**src/rtl/afe_pkg.sv**
```systemverilog
// Shared types and defaults for the AFE injection/readout scan controller.
package afe_pkg;

  localparam int unsigned SCLK_HALF_DEFAULT = 4;
  localparam int unsigned GAP_DEFAULT       = 16;
  localparam int unsigned BYTE_W            = 8;
  localparam int unsigned SUM_W             = 16;
  localparam int unsigned BIT_IDX_W         = 3;

  typedef enum logic [2:0] {
    ST_IDLE,
    ST_INJ_HI,
    ST_CS_SETUP,
    ST_SHIFT,
    ST_CS_HOLD,
    ST_GAP_WAIT,
    ST_FIN
  } scan_state_e;

  typedef enum logic [1:0] {
    SPI_IDLE,
    SPI_SETUP,
    SPI_SHIFT,
    SPI_HOLD
  } spi_phase_e;

  // Per-scan settings captured on an accepted start.
  typedef struct packed {
    logic [BYTE_W-1:0] width;
    logic [BYTE_W-1:0] gpio;
  } scan_cfg_t;

  // INJ stays high from injection through the end of the readout so TOT is kept.
  function automatic logic inj_active(input scan_state_e s);
    return (s == ST_INJ_HI) || (s == ST_CS_SETUP) || (s == ST_SHIFT) || (s == ST_CS_HOLD);
  endfunction

endpackage

```
**src/rtl/afe_scan_ctrl_if.sv**
```systemverilog
// Host-side control/status bus and AFE-side pin bundle for the scan controller.
interface afe_host_if;
  import afe_pkg::*;

  logic              start;
  logic [BYTE_W-1:0] n_inj;
  logic [BYTE_W-1:0] inj_width;
  logic [BYTE_W-1:0] cfg;
  logic              busy;
  logic              done;
  logic [BYTE_W-1:0] hit_count;
  logic [SUM_W-1:0]  tot_sum;
  logic [BYTE_W-1:0] tot_last;

  modport master (
    output start, n_inj, inj_width, cfg,
    input  busy, done, hit_count, tot_sum, tot_last
  );

  modport slave (
    input  start, n_inj, inj_width, cfg,
    output busy, done, hit_count, tot_sum, tot_last
  );
endinterface

interface afe_front_if;
  logic inj;
  logic hit;
  logic cs_b;
  logic sclk;
  logic mosi;
  logic miso;

  modport master (
    output inj, cs_b, sclk, mosi,
    input  hit, miso
  );

  modport slave (
    input  inj, cs_b, sclk, mosi,
    output hit, miso
  );
endinterface

```
**src/rtl/afe_spi_master.sv**
```systemverilog
// One-byte SPI mode-0 transaction: CS setup cycle, 8 MSB-first SCLK periods, CS hold cycle.
module afe_spi_master
  import afe_pkg::*;
#(
  parameter int unsigned SCLK_HALF = SCLK_HALF_DEFAULT
) (
  input  logic              clk,
  input  logic              rst_b,
  input  logic              go,
  input  logic [BYTE_W-1:0] tx_byte,
  output logic [BYTE_W-1:0] rx_byte,
  output logic              done_c,
  output logic              cs_b,
  output logic              sclk,
  output logic              mosi,
  input  logic              miso
);

  localparam logic [BYTE_W-1:0]    HALF_LAST = BYTE_W'(SCLK_HALF - 1);
  localparam logic [BIT_IDX_W-1:0] BIT_LAST  = BIT_IDX_W'(BYTE_W - 1);

  spi_phase_e           phase_q, phase_d;
  logic [BYTE_W-1:0]    half_q, half_d;
  logic [BIT_IDX_W-1:0] bit_q, bit_d;
  logic                 hi_q, hi_d;
  logic [BYTE_W-1:0]    tx_q, tx_d;
  logic [BYTE_W-1:0]    rx_q, rx_d;
  logic                 cs_b_q, cs_b_d;
  logic                 sclk_q, sclk_d;
  logic                 mosi_q, mosi_d;

  always_ff @(posedge clk) begin
    if (!rst_b) begin
      phase_q <= SPI_IDLE;
      half_q  <= '0;
      bit_q   <= '0;
      hi_q    <= 1'b0;
      tx_q    <= '0;
      rx_q    <= '0;
      cs_b_q  <= 1'b1;
      sclk_q  <= 1'b0;
      mosi_q  <= 1'b0;
    end else begin
      phase_q <= phase_d;
      half_q  <= half_d;
      bit_q   <= bit_d;
      hi_q    <= hi_d;
      tx_q    <= tx_d;
      rx_q    <= rx_d;
      cs_b_q  <= cs_b_d;
      sclk_q  <= sclk_d;
      mosi_q  <= mosi_d;
    end
  end

  always_comb begin
    phase_d = phase_q;
    half_d  = half_q;
    bit_d   = bit_q;
    hi_d    = hi_q;
    tx_d    = tx_q;
    rx_d    = rx_q;
    done_c  = 1'b0;

    unique case (phase_q)
      SPI_IDLE: begin
        if (go) begin
          phase_d = SPI_SETUP;
          tx_d    = tx_byte;
          half_d  = '0;
          bit_d   = '0;
          hi_d    = 1'b0;
        end
      end
      SPI_SETUP: phase_d = SPI_SHIFT;
      SPI_SHIFT: begin
        if (half_q == HALF_LAST) begin
          half_d = '0;
          if (!hi_q) begin
            // Last low-phase cycle: capture MISO just before the rising edge.
            hi_d = 1'b1;
            rx_d = {rx_q[BYTE_W-2:0], miso};
          end else begin
            hi_d = 1'b0;
            if (bit_q == BIT_LAST) begin
              phase_d = SPI_HOLD;
              done_c  = 1'b1;
            end else begin
              bit_d = bit_q + BIT_IDX_W'(1);
            end
          end
        end else begin
          half_d = half_q + BYTE_W'(1);
        end
      end
      SPI_HOLD: phase_d = SPI_IDLE;
      default:  phase_d = SPI_IDLE;
    endcase

    // MOSI only moves when a new low phase begins, so it is stable across each rise.
    cs_b_d = (phase_d == SPI_IDLE);
    sclk_d = (phase_d == SPI_SHIFT) && hi_d;
    mosi_d = ((phase_d == SPI_SETUP) || (phase_d == SPI_SHIFT)) ? tx_d[BIT_LAST - bit_d] : 1'b0;
  end

  assign rx_byte = rx_q;
  assign cs_b    = cs_b_q;
  assign sclk    = sclk_q;
  assign mosi    = mosi_q;

endmodule

```
**src/rtl/afe_scan_ctrl.sv**
```systemverilog
// Injection scan sequencer: pulses INJ, reads TOT back over SPI, accumulates hit/TOT results.
module afe_scan_ctrl
  import afe_pkg::*;
#(
  parameter int unsigned SCLK_HALF = SCLK_HALF_DEFAULT,
  parameter int unsigned GAP       = GAP_DEFAULT
) (
  input  logic         clk,
  input  logic         rst_b,
  afe_host_if.slave    host,
  afe_front_if.master  afe
);

  localparam logic [BYTE_W-1:0] GAP_LAST = BYTE_W'(GAP - 1);

  scan_state_e       state_q, state_d;
  scan_cfg_t         cfg_q, cfg_d;
  logic [BYTE_W-1:0] left_q, left_d;
  logic [BYTE_W-1:0] cnt_q, cnt_d;
  logic              hit_s1_q, hit_s1_d;
  logic              hit_s2_q, hit_s2_d;
  logic              hit_smp_q, hit_smp_d;
  logic [BYTE_W-1:0] hit_count_q, hit_count_d;
  logic [SUM_W-1:0]  tot_sum_q, tot_sum_d;
  logic [BYTE_W-1:0] tot_last_q, tot_last_d;
  logic              busy_q, busy_d;
  logic              done_q, done_d;
  logic              inj_q, inj_d;
  logic              spi_go_c;
  logic              spi_done_c;
  logic [BYTE_W-1:0] spi_rx;

  afe_spi_master #(
    .SCLK_HALF (SCLK_HALF)
  ) u_spi (
    .clk     (clk),
    .rst_b   (rst_b),
    .go      (spi_go_c),
    .tx_byte (cfg_q.gpio),
    .rx_byte (spi_rx),
    .done_c  (spi_done_c),
    .cs_b    (afe.cs_b),
    .sclk    (afe.sclk),
    .mosi    (afe.mosi),
    .miso    (afe.miso)
  );

  always_ff @(posedge clk) begin
    if (!rst_b) begin
      state_q     <= ST_IDLE;
      cfg_q       <= '0;
      left_q      <= '0;
      cnt_q       <= '0;
      hit_s1_q    <= 1'b0;
      hit_s2_q    <= 1'b0;
      hit_smp_q   <= 1'b0;
      hit_count_q <= '0;
      tot_sum_q   <= '0;
      tot_last_q  <= '0;
      busy_q      <= 1'b0;
      done_q      <= 1'b0;
      inj_q       <= 1'b0;
    end else begin
      state_q     <= state_d;
      cfg_q       <= cfg_d;
      left_q      <= left_d;
      cnt_q       <= cnt_d;
      hit_s1_q    <= hit_s1_d;
      hit_s2_q    <= hit_s2_d;
      hit_smp_q   <= hit_smp_d;
      hit_count_q <= hit_count_d;
      tot_sum_q   <= tot_sum_d;
      tot_last_q  <= tot_last_d;
      busy_q      <= busy_d;
      done_q      <= done_d;
      inj_q       <= inj_d;
    end
  end

  always_comb begin
    state_d     = state_q;
    cfg_d       = cfg_q;
    left_d      = left_q;
    cnt_d       = cnt_q;
    hit_s1_d    = afe.hit;
    hit_s2_d    = hit_s1_q;
    hit_smp_d   = hit_smp_q;
    hit_count_d = hit_count_q;
    tot_sum_d   = tot_sum_q;
    tot_last_d  = tot_last_q;
    spi_go_c    = 1'b0;

    unique case (state_q)
      ST_IDLE: begin
        if (host.start) begin
          cfg_d.width = (host.inj_width == '0) ? BYTE_W'(1) : host.inj_width;
          cfg_d.gpio  = host.cfg;
          left_d      = host.n_inj;
          cnt_d       = '0;
          hit_count_d = '0;
          tot_sum_d   = '0;
          tot_last_d  = '0;
          state_d     = (host.n_inj == '0) ? ST_FIN : ST_INJ_HI;
        end
      end
      ST_INJ_HI: begin
        if (cnt_q == cfg_q.width - BYTE_W'(1)) begin
          cnt_d    = '0;
          spi_go_c = 1'b1;
          state_d  = ST_CS_SETUP;
        end else begin
          cnt_d = cnt_q + BYTE_W'(1);
        end
      end
      ST_CS_SETUP: begin
        hit_smp_d = hit_s2_q;
        state_d   = ST_SHIFT;
      end
      ST_SHIFT: begin
        if (spi_done_c) state_d = ST_CS_HOLD;
      end
      ST_CS_HOLD: begin
        tot_last_d  = spi_rx;
        tot_sum_d   = tot_sum_q + SUM_W'(spi_rx);
        hit_count_d = hit_count_q + BYTE_W'(hit_smp_q);
        left_d      = left_q - BYTE_W'(1);
        cnt_d       = '0;
        state_d     = ST_GAP_WAIT;
      end
      ST_GAP_WAIT: begin
        if (cnt_q == GAP_LAST) begin
          cnt_d   = '0;
          state_d = (left_q == '0) ? ST_FIN : ST_INJ_HI;
        end else begin
          cnt_d = cnt_q + BYTE_W'(1);
        end
      end
      ST_FIN:  state_d = ST_IDLE;
      default: state_d = ST_IDLE;
    endcase

    // DONE is issued the cycle after FIN so the results are already settled.
    inj_d  = inj_active(state_d);
    busy_d = (state_d != ST_IDLE);
    done_d = (state_q == ST_FIN);
  end

  assign host.busy      = busy_q;
  assign host.done      = done_q;
  assign host.hit_count = hit_count_q;
  assign host.tot_sum   = tot_sum_q;
  assign host.tot_last  = tot_last_q;
  assign afe.inj        = inj_q;

endmodule

```
**src/flat_wrapper.sv**
```systemverilog
// flat-port wrapper written by rule: the top's interface ports become plain ports
module afe_scan_ctrl_flat import afe_pkg::*;
#(
  parameter int unsigned SCLK_HALF = SCLK_HALF_DEFAULT,
  parameter int unsigned GAP       = GAP_DEFAULT
)
  (clk, rst_b, host_start, host_n_inj, host_inj_width, host_cfg, host_busy, host_done, host_hit_count, host_tot_sum, host_tot_last, afe_inj, afe_cs_b, afe_sclk, afe_mosi, afe_hit, afe_miso);
  afe_host_if host_i ();
  afe_front_if afe_i ();
  input  logic clk;
  input  logic rst_b;
  input wire logic [$bits(host_i.start)-1:0] host_start;
  input wire logic [$bits(host_i.n_inj)-1:0] host_n_inj;
  input wire logic [$bits(host_i.inj_width)-1:0] host_inj_width;
  input wire logic [$bits(host_i.cfg)-1:0] host_cfg;
  output wire logic [$bits(host_i.busy)-1:0] host_busy;
  output wire logic [$bits(host_i.done)-1:0] host_done;
  output wire logic [$bits(host_i.hit_count)-1:0] host_hit_count;
  output wire logic [$bits(host_i.tot_sum)-1:0] host_tot_sum;
  output wire logic [$bits(host_i.tot_last)-1:0] host_tot_last;
  output wire logic [$bits(afe_i.inj)-1:0] afe_inj;
  output wire logic [$bits(afe_i.cs_b)-1:0] afe_cs_b;
  output wire logic [$bits(afe_i.sclk)-1:0] afe_sclk;
  output wire logic [$bits(afe_i.mosi)-1:0] afe_mosi;
  input wire logic [$bits(afe_i.hit)-1:0] afe_hit;
  input wire logic [$bits(afe_i.miso)-1:0] afe_miso;
  assign host_i.start = host_start;
  assign host_i.n_inj = host_n_inj;
  assign host_i.inj_width = host_inj_width;
  assign host_i.cfg = host_cfg;
  assign host_busy = host_i.busy;
  assign host_done = host_i.done;
  assign host_hit_count = host_i.hit_count;
  assign host_tot_sum = host_i.tot_sum;
  assign host_tot_last = host_i.tot_last;
  assign afe_inj = afe_i.inj;
  assign afe_cs_b = afe_i.cs_b;
  assign afe_sclk = afe_i.sclk;
  assign afe_mosi = afe_i.mosi;
  assign afe_i.hit = afe_hit;
  assign afe_i.miso = afe_miso;
  afe_scan_ctrl #(.SCLK_HALF(SCLK_HALF), .GAP(GAP)) u_core (.clk(clk), .rst_b(rst_b), .host(host_i), .afe(afe_i));
endmodule
```
**config.mk**
```make
export PLATFORM = sky130hd
export DESIGN_NAME = afe_scan_ctrl_flat
export DESIGN_NICKNAME = d
export VERILOG_FILES = /design/src/rtl/afe_pkg.sv /design/src/rtl/afe_scan_ctrl_if.sv /design/src/rtl/afe_spi_master.sv /design/src/rtl/afe_scan_ctrl.sv /design/src/flat_wrapper.sv
export SDC_FILE = /design/constraint.sdc
export NUM_CORES = 1
export LEC_CHECK = 0
export BUFFER_PORTS_ARGS = -buffer_cell sky130_fd_sc_hd__buf_2
export CAP_MARGIN = 40
export CORE_UTILIZATION = 58
export DETAILED_ROUTE_END_ITERATION = 10
export PLACE_DENSITY = 0.82
export SETUP_SLACK_MARGIN = 0.15
export SLEW_MARGIN = 20
export SYNTH_ARGS = -nofsm -noshare
export SYNTH_HDL_FRONTEND = slang
export SYNTH_SLANG_ARGS = --single-unit
```
**constraint.sdc**
```tcl
create_clock -name clk -period 4.03 [get_ports clk]
set_clock_uncertainty 0.2 [all_clocks]
set_input_delay 1.209 -clock clk [delete_from_list [all_inputs] [get_ports clk]]
set_output_delay 1.209 -clock clk [all_outputs]
set_load 0.05 [all_outputs]
```
==> results of run 1 <==
## Yosys cell counts (all sizes together), types with 5 or more instances
library cell | number | area share
xor2 | 7 | 0.012
and2 | 9 | 0.011
a21oi | 63 | 0.060
clkbuf | 30 | 0.021
ha | 20 | 0.047
mux2i | 13 | 0.025
nor2 | 71 | 0.050
nand4 | 7 | 0.0083
nand2 | 68 | 0.048
or3 | 14 | 0.017
o21bai | 6 | 0.0085
a21o | 7 | 0.0099
nand3 | 24 | 0.023
inv | 21 | 0.015
nor4 | 8 | 0.011
a22oi | 24 | 0.034
and3 | 6 | 0.0071
dfxtp | 106 | 0.40
xnor2 | 12 | 0.020
nand2b | 6 | 0.0071
buf | 5 | 0.0052
o21ai | 20 | 0.022
o211ai | 5 | 0.0071
nor3 | 20 | 0.019
nor2b | 7 | 0.0083
## metrics by stage
step                      cell area [sq um]  setup WS [ns]
after floorplan                        5290          0.383
after detailed placement               5690          0.242
after global placement                 5690          0.399
after global routing                   5930          0.173
after CTS                              5900          0.219
final                                  5930          0.349
## registers in the layout (all words and copies together), names as in the netlist, 2 cells and up
register / cells
u_core.cfg_q: 16
u_core.host.tot_sum: 16
u_core.cnt_q: 8
u_core.host.hit_count: 8
u_core.host.tot_last: 8
u_core.left_q: 8
u_core.u_spi.half_q: 8
u_core.u_spi.rx_byte: 8
u_core.u_spi.tx_q: 8
u_core.state_q: 3
u_core.u_spi.bit_q: 3
u_core.u_spi.phase_q: 2
## area by class of cell
| type | instances | area, sq um | area share |
|---|---|---|---|
| Multi-Input combinational cell | 479 | 2980 | 0.502 |
| Sequential cell | 106 | 2120 | 0.358 |
| Timing Repair Buffer | 76 | 405 | 0.0684 |
| Clock buffer | 10 | 138 | 0.0232 |
| Tap cell | 108 | 135 | 0.0228 |
| Inverter | 21 | 78.8 | 0.0133 |
| Clock inverter | 6 | 71.3 | 0.0120 |
## critical path: stages, from the launching register on
cell      delay [ns]
dfxtp_2         0.36
inv_1           0.06
ha_2            0.20
or3b_2          0.50
o31a_1          0.25
o211ai_1        0.24
a211o_1         0.18
nor2_1          0.08
o32ai_2         0.35
ha_1            0.28
nand2b_1        0.17
a41oi_2         0.18
o41ai_1         0.09
a2111o_1        0.28
o22ai_1         0.18
## kinds of logic (layout without fill, tap and decap cells)
logic type	after synthesis	count (layout)	synth area share
adder cells (fa/ha/maj)	21	21	0.0511
XOR/XNOR	19	19	0.0315
AND/OR/NAND/NOR	258	258	0.237
flip-flops	106	106	0.401
buffers and inverters	56	113	0.0414
AO/OA/AOI/OAI	166	166	0.209
multiplexers	15	15	0.0289
## power groups by stage
stage / Sequential (uW) / Clock [uW] / Combinational [uW]
after floorplan: 1120 / 0 / 145
after global placement: 1120 / 0 / 194
after detailed placement: 1120 / 0 / 201
after CTS: 1100 / 704 / 202
after global routing: 1100 / 740 / 224
final: 1100 / 691 / 204
## timing repair
action	4_1_cts	5_1_grt
buffers inserted	0	1
endpoints found under the setup margin	0	1
gates resized for setup	0	5
## how the worst max path moves through the flow
stage | startpoint | to | slack, ns | depth (start not counted)
after global routing | u_core.cfg_q[8] | u_core.u_spi.mosi | 0.17 | 14
after global placement | u_core.cfg_q[8] | u_core.u_spi.mosi | 0.40 | 14
after detailed placement | u_core.cfg_q[8] | u_core.u_spi.mosi | 0.24 | 14
after CTS | u_core.cfg_q[8] | u_core.u_spi.mosi | 0.22 | 14
final | u_core.cfg_q[8] | u_core.u_spi.mosi | 0.35 | 14
after floorplan | u_core.cfg_q[8] | u_core.u_spi.mosi | 0.38 | 15
## per-layer routing
layer  vias up  routed length (microns)  GRT usage  share of wire
met5         -                        0          0              0
met2       154                     6160      0.456           0.50
li1       2399                        -          -              -
met1      2282                     5210      0.311           0.42
met4         0                      114     0.0679         0.0093
met3        13                      784     0.0604          0.064
==> run_summary.xml, run 1 <==
<?xml version="1.0" encoding="UTF-8"?>
<metrics>
  <group name="power_and_ir_drop">
    <metric name="comb_power_share" unit="">0.103</metric>
    <metric name="clkPwrFrac" unit="">0.347</metric>
    <metric name="power_density_normalized_to_cell_area" unit="nW/um^2">336</metric>
    <metric name="total_power" unit="uW">1990</metric>
    <metric name="swShare" unit="">0.267</metric>
    <metric name="power.sequential.fraction" unit="">0.551</metric>
    <metric name="p_sw" unit="uW">532</metric>
    <metric name="p_leak" unit="uW">0.00236</metric>
    <metric name="intPower" unit="uW">1460</metric>
    <metric name="ir_worst_vdd" unit="uV">216</metric>
  </group>
  <group name="clock_network">
    <metric name="numClockSinks" unit="">106</metric>
    <metric name="clock_tree.buffer_depth" unit="">2</metric>
    <metric name="tritoncts.num_buffers" unit="">9</metric>
    <metric name="cts.reportedPaths.clkPinSlew" unit="ns">0.10</metric>
    <metric name="cts_tree" unit="">yes</metric>
    <metric name="insertion_delay_to_the_later_sink_of_the_worst_skew_pair" unit="ns">0.37</metric>
    <metric name="ctsHoldBuffers" unit="">0</metric>
    <metric name="clockRootBuffer" unit="">clkbuf_8</metric>
    <metric name="cts.htree.levels" unit="">3</metric>
  </group>
  <group name="sta">
    <metric name="setup_violations" unit="">0</metric>
    <metric name="slew_headroom" unit="">0.455</metric>
    <metric name="layout_worst_path_cycle_share" unit="">0.913</metric>
    <metric name="worstMarginPinSlew" unit="ns">0.813</metric>
    <metric name="timing.final.crit_period" unit="ns">3.68</metric>
    <metric name="final-hold-violation-count" unit="">0</metric>
    <metric name="slew_violations" unit="">0</metric>
    <metric name="finalHoldWorstSlack" unit="ns">0.266</metric>
    <metric name="rsz0062_at_grt" unit="">false</metric>
    <metric name="setup_tns" unit="ns">0</metric>
    <metric name="fmax" unit="MHz">272</metric>
  </group>
  <group name="cells_and_area">
    <metric name="net_total_in_the_final_layout" unit="">743</metric>
    <metric name="drive_above_1_share" unit="">0.163</metric>
    <metric name="layout_overhead_on_the_synthesized_area" unit="%">12.1</metric>
    <metric name="num_antenna_cells" unit="">0</metric>
    <metric name="post_layout_nonfiller_instances" unit="">806</metric>
    <metric name="commonest_non_fill_non_tap_cell_in_the_layout" unit="">dfxtp_1</metric>
    <metric name="layout.cells.most_common_list" unit="">dfxtp_1 (105), nor2_1 (71), nand2_1 (68)</metric>
    <metric name="num-fill-cells" unit="">694</metric>
    <metric name="finish.utilization" unit="">0.676</metric>
  </group>
  <group name="grt">
    <metric name="grtUsageTotal" unit="">0.257</metric>
    <metric name="wire_length_of_the_first_global_routing_pass" unit="microns">20400</metric>
    <metric name="grt_start_max_net_pins" unit="">36</metric>
    <metric name="globalRoute.totalOverflow" unit="">0</metric>
    <metric name="number_of_global_route_vias_before_repair" unit="">4529</metric>
    <metric name="antenna_found_initial" unit="">0</metric>
  </group>
  <group name="floorplan">
    <metric name="die-height" unit="microns">97.5</metric>
    <metric name="io_pins" unit="">67</metric>
    <metric name="die_width" unit="microns">97.5</metric>
    <metric name="fp.dieArea" unit="sq um">9500</metric>
    <metric name="initial_utilization" unit="">0.604</metric>
    <metric name="num_rows" unit="">34</metric>
    <metric name="design.core.area" unit="sq um">8760</metric>
  </group>
  <group name="route">
    <metric name="initialDrtViolationCount" unit="">269</metric>
    <metric name="detailroute.via_count" unit="">4848</metric>
    <metric name="post_drt_via_cell_ratio" unit="">6.01</metric>
    <metric name="final_antenna_net_count" unit="">0</metric>
    <metric name="drcViolationCount" unit="">0</metric>
    <metric name="drt-wirelength-per-cell" unit="microns">15.2</metric>
    <metric name="first_pass_detailed_route_iteration_total" unit="">5</metric>
    <metric name="routed_wl" unit="microns">12300</metric>
  </group>
  <group name="synth">
    <metric name="synth_edf_count" unit="">0</metric>
    <metric name="yosys_register_bits" unit="">106</metric>
    <metric name="synth_async_sr_flop_share" unit="">0</metric>
    <metric name="ys_seq_area_frac" unit="">0.401</metric>
    <metric name="ys_types" unit="">67</metric>
    <metric name="synthCells" unit="">641</metric>
    <metric name="synth_ff_type" unit="">dfxtp_1</metric>
    <metric name="post_synth_instance_area" unit="sq um">5290</metric>
    <metric name="syn_nets" unit="">691</metric>
    <metric name="yosys_warnings" unit="">0</metric>
    <metric name="syn_area_per_cell" unit="sq um">8.25</metric>
  </group>
  <group name="status">
    <metric name="status" unit="">finished clean</metric>
  </group>
  <group name="flow_run">
    <metric name="drv_cap" unit="">0</metric>
  </group>
  <group name="setup_path">
    <metric name="timing_worst_setup_path_type" unit="">reg -&gt; reg</metric>
    <metric name="reg2reg_slack" unit="ns">0.35</metric>
    <metric name="critPathMaxFanout" unit="">5</metric>
    <metric name="startpoint_type" unit="">register</metric>
    <metric name="reg2reg_from" unit="">u_core.cfg_q[8]</metric>
    <metric name="r2r_cells" unit="">14</metric>
    <metric name="r2r_end" unit="">u_core.u_spi.mosi</metric>
    <metric name="timing.critical_path.arrival" unit="ns">3.78</metric>
    <metric name="critical_path_required" unit="ns">4.13</metric>
    <metric name="critical_path.endpoint_type" unit="">register</metric>
  </group>
  <group name="placed_design">
    <metric name="sum_of_net_half_perimeters_after_detailed_placement" unit="microns">8790</metric>
    <metric name="place_congestion" unit="">0.840</metric>
    <metric name="place_inst" unit="">789</metric>
    <metric name="io_buffer_count" unit="">66</metric>
  </group>
  <group name="hold_path">
    <metric name="hold_class" unit="">reg -&gt; reg</metric>
    <metric name="min_from" unit="">u_core.hit_s2_q</metric>
    <metric name="holdPathStages" unit="">2</metric>
    <metric name="whs_endpoint" unit="">u_core.hit_smp_q</metric>
  </group>
</metrics>
Power figures use the tool's default switching activity.
==> run 2: changes to the inputs <==
--- a/config.mk
+++ b/config.mk
@@ -5,6 +5,7 @@
 export SDC_FILE = /design/constraint.sdc
 export NUM_CORES = 1
 export LEC_CHECK = 0
+export ABC_AREA = 1
 export BUFFER_PORTS_ARGS = -buffer_cell sky130_fd_sc_hd__buf_2
 export CAP_MARGIN = 40
 export CORE_UTILIZATION = 58
==> run 2 against run 1 <==
Effect of this change: first-iteration DRC count is 31% higher; hold slack worse by 0.045 ns; area after synthesis rose by 3.4%; sequential cell count stayed put; register-to-register slack improved by 0.73 ns; cell count is 20% higher; synthesized cell count is 24% higher; global-route usage rose by 2.2 points; maximum frequency rose by 25%; combinational power grew 40%; wire length increased by 5.9%; via count up 10%; critical endpoint is now u_core.u_spi.half_q[7].
==> run_summary.xml, run 2 <==
<?xml version="1.0" encoding="UTF-8"?>
<metrics>
  <group name="synth">
    <metric name="post_synth_fa_ha_maj_area_fraction" unit="">0.0494</metric>
    <metric name="post_synth_instance_area" unit="sq um">5470</metric>
    <metric name="synth_edf_count" unit="">0</metric>
    <metric name="syn_nets" unit="">846</metric>
    <metric name="synth-simple-area-share" unit="">0.277</metric>
    <metric name="yosys_register_bits" unit="">106</metric>
    <metric name="yosys_warnings" unit="">0</metric>
    <metric name="synth-compound-area-share" unit="">0.178</metric>
    <metric name="synth_top_family_by_area" unit="">simple AND/OR/NAND/NOR gates</metric>
    <metric name="synth_common_cells" unit="">nand2_1 (168), inv_1 (107), dfxtp_1 (106)</metric>
    <metric name="syn_area_per_cell" unit="sq um">6.87</metric>
    <metric name="synth_async_sr_flop_share" unit="">0</metric>
    <metric name="post_synth_xor_xnor_area" unit="">0.00801</metric>
    <metric name="synth.most_common_cell" unit="">nand2_1</metric>
    <metric name="ys_seq_area_frac" unit="">0.388</metric>
    <metric name="muxShareOfSynthArea" unit="">0</metric>
    <metric name="ys_top_cells_by_area" unit="">dfxtp_1 (39%), nand2_1 (12%), a21oi_1 (7.8%)</metric>
    <metric name="synth_ff_type" unit="">dfxtp_1</metric>
    <metric name="ys_types" unit="">47</metric>
    <metric name="synth_top_area_frac" unit="">0.388</metric>
    <metric name="synthCells" unit="">796</metric>
    <metric name="synth_largest_area_cell" unit="">dfxtp_1</metric>
  </group>
  <group name="setup_path">
    <metric name="critical_path_required" unit="ns">4.12</metric>
    <metric name="r2r_end" unit="">u_core.u_spi.half_q[7]</metric>
    <metric name="reg2reg_from" unit="">u_core.cfg_q[8]</metric>
    <metric name="critPathMaxFanout" unit="">14</metric>
    <metric name="r2r_cells" unit="">15</metric>
    <metric name="reg2reg_slack" unit="ns">1.08</metric>
    <metric name="timing_worst_setup_path_type" unit="">reg -&gt; reg</metric>
    <metric name="timing.critical_path.arrival" unit="ns">3.03</metric>
    <metric name="timing.critical_path.cells" unit="">inv_2 &gt; ha_1 &gt; nand2_1 &gt; inv_1 &gt; nor2_1 &gt; nand2_1 &gt; nor2_1 &gt; nand4_2 &gt; nor2_4 &gt; nand3_4 &gt; o21ai_2 &gt; o21ai_0 &gt; nand2_1 &gt; a21oi_1 &gt; o21a_1</metric>
    <metric name="critical_path.endpoint_type" unit="">register</metric>
    <metric name="max_stage_delay" unit="ns">0.36</metric>
    <metric name="startpoint_type" unit="">register</metric>
    <metric name="cpMostUsedCell" unit="">nand2_1</metric>
    <metric name="critPathSlowestCell" unit="">dfxtp_1</metric>
  </group>
  <group name="power_and_ir_drop">
    <metric name="power.sequential.fraction" unit="">0.517</metric>
    <metric name="comb_power_share" unit="">0.134</metric>
    <metric name="ir_worst_vdd" unit="uV">157</metric>
    <metric name="swShare" unit="">0.284</metric>
    <metric name="clkPwrFrac" unit="">0.349</metric>
    <metric name="p_leak" unit="uW">0.00274</metric>
    <metric name="p_sw" unit="uW">605</metric>
    <metric name="intPower" unit="uW">1520</metric>
    <metric name="total_power" unit="uW">2130</metric>
    <metric name="power_density_normalized_to_cell_area" unit="nW/um^2">348</metric>
  </group>
  <group name="clock_network">
    <metric name="clockRootBuffer" unit="">clkbuf_8</metric>
    <metric name="tritoncts.num_buffers" unit="">9</metric>
    <metric name="insertion_delay_to_the_later_sink_of_the_worst_skew_pair" unit="ns">0.38</metric>
    <metric name="cts_resized" unit="">0</metric>
    <metric name="clock_tree.buffer_depth" unit="">2</metric>
    <metric name="cts_tree" unit="">yes</metric>
    <metric name="cts.htree.levels" unit="">3</metric>
    <metric name="postCtsSetupRepairBufs" unit="">0</metric>
    <metric name="cts.reportedPaths.clkPinSlew" unit="ns">0.10</metric>
    <metric name="numClockSinks" unit="">106</metric>
    <metric name="ctsHoldBuffers" unit="">0</metric>
  </group>
  <group name="route">
    <metric name="topRoutingLayerUsed" unit="">met4</metric>
    <metric name="final_antenna_net_count" unit="">0</metric>
    <metric name="drcViolationCount" unit="">0</metric>
    <metric name="initialDrtViolationCount" unit="">352</metric>
    <metric name="detailroute.via_count" unit="">5337</metric>
    <metric name="wirelength_met1" unit="microns">5900</metric>
    <metric name="wl_met3" unit="microns">691</metric>
    <metric name="routed_wl" unit="microns">13000</metric>
    <metric name="first_pass_detailed_route_iteration_total" unit="">5</metric>
    <metric name="post_drt_via_cell_ratio" unit="">5.51</metric>
    <metric name="drt-wirelength-per-cell" unit="microns">13.4</metric>
    <metric name="met2RoutedLength" unit="microns">6170</metric>
  </group>
  <group name="cells_and_area">
    <metric name="post_layout_nonfiller_instances" unit="">969</metric>
    <metric name="layout.cells.most_common_list" unit="">nand2_1 (168), inv_1 (107), dfxtp_1 (106)</metric>
    <metric name="finish.utilization" unit="">0.665</metric>
    <metric name="drive_above_1_share" unit="">0.132</metric>
    <metric name="num_antenna_cells" unit="">0</metric>
    <metric name="num-fill-cells" unit="">793</metric>
    <metric name="layout_overhead_on_the_synthesized_area" unit="%">11.9</metric>
    <metric name="commonest_non_fill_non_tap_cell_in_the_layout" unit="">nand2_1</metric>
    <metric name="net_total_in_the_final_layout" unit="">903</metric>
  </group>
  <group name="placed_design">
    <metric name="io_buffer_count" unit="">66</metric>
    <metric name="place_congestion" unit="">0.887</metric>
    <metric name="sum_of_net_half_perimeters_after_detailed_placement" unit="microns">9330</metric>
    <metric name="preCtsSetupSlack" unit="ns">1.07</metric>
    <metric name="place_inst" unit="">953</metric>
  </group>
  <group name="sta">
    <metric name="slew_violations" unit="">0</metric>
    <metric name="layout_worst_path_cycle_share" unit="">0.731</metric>
    <metric name="layout_setup_ws" unit="ns">1.08</metric>
    <metric name="setup_tns" unit="ns">0</metric>
    <metric name="setup_violations" unit="">0</metric>
    <metric name="worstMarginPinSlew" unit="ns">0.596</metric>
    <metric name="timing.final.crit_period" unit="ns">2.95</metric>
    <metric name="final-hold-violation-count" unit="">0</metric>
    <metric name="rsz0062_at_grt" unit="">false</metric>
    <metric name="fmax" unit="MHz">339</metric>
    <metric name="slew_headroom" unit="">0.600</metric>
  </group>
  <group name="grt">
    <metric name="grtUsageTotal" unit="">0.280</metric>
    <metric name="number_of_global_route_vias_before_repair" unit="">5105</metric>
    <metric name="grt_start_max_net_pins" unit="">35</metric>
    <metric name="antenna_found_initial" unit="">0</metric>
    <metric name="wire_length_of_the_first_global_routing_pass" unit="microns">22100</metric>
    <metric name="globalRoute.totalOverflow" unit="">0</metric>
  </group>
  <group name="hold_path">
    <metric name="hold_class" unit="">reg -&gt; reg</metric>
    <metric name="holdPathStages" unit="">2</metric>
    <metric name="min_from" unit="">u_core.hit_s1_q</metric>
    <metric name="whs_endpoint" unit="">u_core.hit_s2_q</metric>
  </group>
  <group name="floorplan">
    <metric name="fp.dieArea" unit="sq um">9820</metric>
    <metric name="die-height" unit="microns">99.1</metric>
    <metric name="design.core.area" unit="sq um">9200</metric>
    <metric name="die_width" unit="microns">99.1</metric>
    <metric name="initial_utilization" unit="">0.595</metric>
    <metric name="num_rows" unit="">35</metric>
    <metric name="io_pins" unit="">67</metric>
  </group>
  <group name="status">
    <metric name="status" unit="">finished clean</metric>
  </group>
  <group name="flow_run">
    <metric name="drv_cap" unit="">0</metric>
  </group>
</metrics>
run 2: final cells by class:
class                           count  area [sq um]  area share
Sequential cell                   106          2120       0.347
Clock inverter                      7           103      0.0168
Tap cell                          111           139      0.0227
Inverter                          112           425      0.0695
Multi-Input combinational cell    551          2800       0.458
Clock buffer                        9           124      0.0202
Timing Repair Buffer               73           403      0.0658
run 2: kinds of logic (layout without fill, tap and decap cells):
family	count (synthesis)	count (layout)
flip-flops	106	106
buffers and inverters	139	201
AO/OA/AOI/OAI	173	173
XOR/XNOR	5	5
AND/OR/NAND/NOR	352	352
adder cells (fa/ha/maj)	21	21
run 2: worst max-delay path, delay by kind of cell, from the launching register on:
family	cells	cell delay, ns
DFF	1	0.36
AOI/OAI and AO/OA	4	0.68
buffers and inverters	2	0.12
and+or+nand+nor	8	1.20
adders and majority gates	1	0.31
run 2: routing by layer:
layer  global-route usage  vias up
li1                     -     2716
met1                0.347     2426
met2                0.485      173
met3               0.0450       22
met4                0.117        0
met5                    0        -
run 2: worst max-delay path by stage:
stage	start	endpoint	slack, ns	cells after the start
after floorplan	u_core.cfg_q[8]	u_core.u_spi.cs_b	1.48	15
after global placement	host_start	u_core.cfg_q[8]	1.19	7
after detailed placement	host_start	u_core.cfg_q[4]	1.07	7
after CTS	u_core.cfg_q[8]	u_core.u_spi.half_q[7]	1.12	15
after global routing	u_core.cfg_q[9]	u_core.u_spi.half_q[7]	0.88	15
final	u_core.cfg_q[8]	u_core.u_spi.half_q[7]	1.08	15
run 2: power groups by stage:
stage / logic [uW] / clock network, uW / registers (uW)
5_1_grt: 321 / 789 / 1100
3_5_place_dp: 279 / 0 / 1120
6_report: 286 / 742 / 1100
2_1_floorplan: 193 / 0 / 1130
4_1_cts: 282 / 749 / 1100
3_3_place_gp: 264 / 0 / 1120
run 2: stage by stage:
stage | hold WS (ns) | cell area [sq um]
6_report | 0.221 | 6120
4_1_cts | 0.220 | 6120
2_1_floorplan | 0.190 | 5470
3_3_place_gp | 0.194 | 5870
3_5_place_dp | 0.197 | 5890
5_1_grt | 0.233 | 6120
